==> src/rtl/quad_updown_decoder.sv <==
// Quadrature (A/B) decoder with x4 edge decoding driving a wrapping up/down
// counter; mode=1 means the last applied step was downward.
module quad_updown_decoder #(
  parameter int WIDTH       = 3,
  parameter int SYNC_STAGES = 2
) (
  input  logic             clk,
  input  logic             clr,
  input  logic             a_in,
  input  logic             b_in,
  input  logic             en,
  output logic [WIDTH-1:0] Q,
  output logic [WIDTH-1:0] QB,
  output logic             mode,
  output logic             step,
  output logic             err
);

  localparam logic [1:0] DIR_NONE = 2'd0;
  localparam logic [1:0] DIR_UP   = 2'd1;
  localparam logic [1:0] DIR_DOWN = 2'd2;
  localparam logic [1:0] DIR_ILL  = 2'd3;

  localparam logic [WIDTH-1:0] CNT_ONE = WIDTH'(1);

  // Gray-code transition table: A leading B counts up, B leading A counts down,
  // and a simultaneous change of both phases cannot be attributed to either.
  function automatic logic [1:0] classify(input logic [1:0] prv, input logic [1:0] cur);
    logic [1:0] dir;
    dir = DIR_NONE;
    case ({prv, cur})
      4'b0010, 4'b1011, 4'b1101, 4'b0100: dir = DIR_UP;
      4'b0001, 4'b0111, 4'b1110, 4'b1000: dir = DIR_DOWN;
      4'b0011, 4'b1100, 4'b1001, 4'b0110: dir = DIR_ILL;
      default:                            dir = DIR_NONE;
    endcase
    return dir;
  endfunction

  logic [SYNC_STAGES-1:0] a_sync_q, a_sync_d;
  logic [SYNC_STAGES-1:0] b_sync_q, b_sync_d;
  logic [1:0]             prev_q, prev_d;
  logic                   primed_q, primed_d;
  logic [WIDTH-1:0]       cnt_q, cnt_d;
  logic                   mode_q, mode_d;
  logic                   step_q, step_d;
  logic                   err_q, err_d;
  logic [1:0]             cur;
  logic [1:0]             dir;

  assign a_sync_d = {a_sync_q[SYNC_STAGES-2:0], a_in};
  assign b_sync_d = {b_sync_q[SYNC_STAGES-2:0], b_in};
  assign cur      = {a_sync_q[SYNC_STAGES-1], b_sync_q[SYNC_STAGES-1]};
  assign dir      = classify(prev_q, cur);

  always_comb begin
    prev_d   = cur;
    primed_d = 1'b1;
    cnt_d    = cnt_q;
    mode_d   = mode_q;
    step_d   = 1'b0;
    err_d    = 1'b0;
    // The first clock after reset only captures a reference phase state.
    if (primed_q) begin
      case (dir)
        DIR_UP: begin
          if (en) begin
            cnt_d  = cnt_q + CNT_ONE;
            mode_d = 1'b0;
            step_d = 1'b1;
          end
        end
        DIR_DOWN: begin
          if (en) begin
            cnt_d  = cnt_q - CNT_ONE;
            mode_d = 1'b1;
            step_d = 1'b1;
          end
        end
        DIR_ILL: err_d = 1'b1;
        default: ;
      endcase
    end
  end

  always_ff @(posedge clk or negedge clr) begin
    if (!clr) begin
      a_sync_q <= '0;
      b_sync_q <= '0;
      prev_q   <= 2'b00;
      primed_q <= 1'b0;
      cnt_q    <= '0;
      mode_q   <= 1'b0;
      step_q   <= 1'b0;
      err_q    <= 1'b0;
    end else begin
      a_sync_q <= a_sync_d;
      b_sync_q <= b_sync_d;
      prev_q   <= prev_d;
      primed_q <= primed_d;
      cnt_q    <= cnt_d;
      mode_q   <= mode_d;
      step_q   <= step_d;
      err_q    <= err_d;
    end
  end

  assign Q    = cnt_q;
  assign QB   = ~cnt_q;
  assign mode = mode_q;
  assign step = step_q;
  assign err  = err_q;

endmodule

==> config.mk <==
export PLATFORM = sky130hd
export DESIGN_NAME = quad_updown_decoder
export DESIGN_NICKNAME = d
export VERILOG_FILES = /design/src/rtl/quad_updown_decoder.sv
export SDC_FILE = /design/constraint.sdc
export NUM_CORES = 1
export LEC_CHECK = 0
export ABC_AREA = 1
export BUFFER_PORTS_ARGS = -buffer_cell sky130_fd_sc_hd__buf_2
export CAP_MARGIN = 20
export CORE_UTILIZATION = 39
export DETAILED_ROUTE_END_ITERATION = 6
export PLACE_DENSITY = 0.66
export SKIP_LAST_GASP = 1
export SLEW_MARGIN = 15
export SYNTH_ARGS = -nofsm -noshare
export SYNTH_HDL_FRONTEND = slang
export SYNTH_SLANG_ARGS = --single-unit
==> constraint.sdc <==
create_clock -name clk -period 3.15 [get_ports clk]
set_input_delay 0.315 -clock clk [delete_from_list [all_inputs] [get_ports clk]]
set_output_delay 0.315 -clock clk [all_outputs]
set_load 0.05 [all_outputs]
==> reports/metrics.yaml <==
fp-row-count: 13
fin_nets: 88
drt-initial-drc-count: 18
utilization_pct: 52.3
synthMostInstantiatedCell: "nand2_1"
synthTopCellsByCount: "15 x nand2_1, 13 x dfrtp_1, 12 x inv_1"
synth_top_area_share_pct: 56.5
grt_pass1_wl_um: 1280
p_leak_nw: 0.397
yosys_warnings: 0
vias_per_cell: 4.31
path_class: "flop to flop"
start_kind: "flop"
cts_htree_levels: 1
cp.arrival_ps: 2120
drv_cap: 0
end_kind: "flop"
diodes: 0
antenna_found_initial: 0
synth_edf_count: 0
fin_setup_tns_ps: 0
fill_cells: 124
cts_post_setup_buffers_inserted: 0
worstPathRequired_ps: 3320
area_delta_synth_final_pct: 21.1
r2r_start: "prev_q[0]"
grt_max_degree: 14
synth.distinct_cells: 15
clock_skew_ps: 3.78
dieArea_um2: 1630
slew_violations: 0
drc: 0
cts.clk_slew.worst_paths_ps: 80
hold_start: "a_in"
overflow: 0
grt_use_total_pct: 13.0
cp_max_fo: 6
post-place-ws_ps: 1190
syn_nets: 69
first_global_vias: 337
rsz0062_at_grt: "no"
drtAntennaViolNets: 0
die_h_um: 40.4
drtPass1Iterations: 7
clk_latency_ps: 270
crit_path_start: "prev_q[0]"
status: "finished clean"
max_freq_ghz: 0.513
placed_area_um2: 659
io_pins: 14
die_width_um: 40.4
synth_seq_cells: 13
fin_ws_ps: 1200
dr_total_vias: 401
final-instance-count-excl-fill: 93
synth_ff_type: "dfrtp_1"
hold_viol: 0
setup_viol: 0
hpwlAfterDp_um: 644
netlist_area_um2: 576
clock_path_buffers: 2
root_buffer: "clkbuf_4"
routed_wl_um: 812
place_congestion: 0.695
stdcell_area_um2: 697
synth_top_area_cell: "dfrtp_1"
core-area_um2: 1330
yosysSeqAreaShare_pct: 56.5
place.port_buffers: 13
period_share_pct: 61.9
multiInputGateArea_um2: 205
power.density_nw_per_um2: 861
drive_gt1_share_pct: 25.6
initial_utilization_pct: 43.2
numCtsBuffers: 3
synth_area_leaders: "dfrtp_1 57%, nand2_1 9.8%, inv_1 7.8%"
min_period_ps: 1950
post-place-cells: 88
syn_inst: 60
synth-async-reset-ratio_pct: 100
seqCellArea_um2: 325
vdd_drop_max_uv: 335
hp-class: "input port to flop"
avgSynthCellArea_um2: 9.59
wire_per_inst_um: 8.73
cts_tree: "done"
clock_sinks: 13
-- path summary, 6_finish.rpt --
check	end	slack, ps	depth (start not counted)
worst max-delay path	Q[2]	1200	13
worst min-delay path	a_sync_q[0]	150	1
worst max register to register	Q[2]	1200	13
worst min register to register	a_sync_q[1]	350	0
max in group asynchronous	b_sync_q[1]	2470	2
min in group asynchronous	step	460	2
-- critical path: stages (launching register included) --
cell and delay [ps]:
dfrtp_1 420, or2_0 210, nand3_1 70, nand2_1 90, inv_1 70, ha_1 190
inv_1 90, fa_1 380, inv_1 60, nand2_1 50, nand2_1 70, nand2_1 50
nand2_1 60, nand2_1 50
-- repair_timing --
action / CTS / global route
gates resized for setup: 0 / 0
hold endpoints to repair: 13 / 0
endpoints found under the setup margin: 0 / 0
hold buffers: 1 / 0
-- layout make-up --
type	instances	share of cell area, %
inverter	12	6.46
tap	15	2.69
timing repair buffer	14	10.8
sequential	13	46.7
clock buffer	3	3.23
clock inverter	1	0.718
multi-input combinational	35	29.4
-- per-stage QoR --
stage	hold slack, ps	power, mW
3_5_place_dp	212	0.507
2_1_floorplan	19.4	0.444
6_report	147	0.600
3_3_place_gp	213	0.502
5_1_grt	137	0.641
4_1_cts	139	0.608
-- where the power goes --
part           internal, mW  switching [mW]  total [mW]
logic                0.0633           0.224       0.288
clock network        0.0470          0.0518      0.0988
registers             0.195          0.0180       0.213
total                 0.306           0.294       0.600
-- sequential cells by signal (all words and copies together) (netlist names) --
signal / count
primed_q: 1
a_sync_q: 2
err: 1
b_sync_q: 2
step: 1
prev_q: 2
mode: 1
Q: 3
-- metal layers --
layer	vias to the layer above	wire length, µm	part of all wire [%]	GRT usage, %
met2	7	379	47	18.3
met4	0	12	1.5	10.0
met1	180	389	48	16.7
met5	-	0	0	0
li1	212	-	-	-
met3	2	31	3.8	3.33
-- cells by family (layout without fill, tap and decap cells) --
group                      Yosys count  in the layout  share of synthesized area (%)
adders and majority gates            4              4                           10.0
AOI/OAI and AO/OA                    4              4                           3.48
DFF                                 13             13                           56.5
other                                1              1                          0.652
buffers and inverters               12             30                           7.83
xor gates and xnor gates             1              1                           1.52
and+or+nand+nor                     25             25                           20.0
-- cells in the final DEF (no fill, tap or decap) --
| cell type | instances |
|---|---|
| ha_1 | 3 |
| buf_2 | 13 |
| conb_1 | 1 |
| nor2_4 | 1 |
| o21ai_0 | 4 |
| nand2_2 | 1 |
| clkinv_2 | 1 |
| nand3_1 | 2 |
| nand2_1 | 15 |
| clkbuf_4 | 3 |
| dfrtp_1 | 13 |
| nor2_1 | 3 |
| inv_1 | 12 |
| xor2_1 | 1 |
| fa_1 | 1 |
| dlygate4sd3_1 | 1 |
| or2_0 | 1 |
| nor2_2 | 1 |
| nand3b_1 | 1 |
Power figures use the tool's default switching activity.
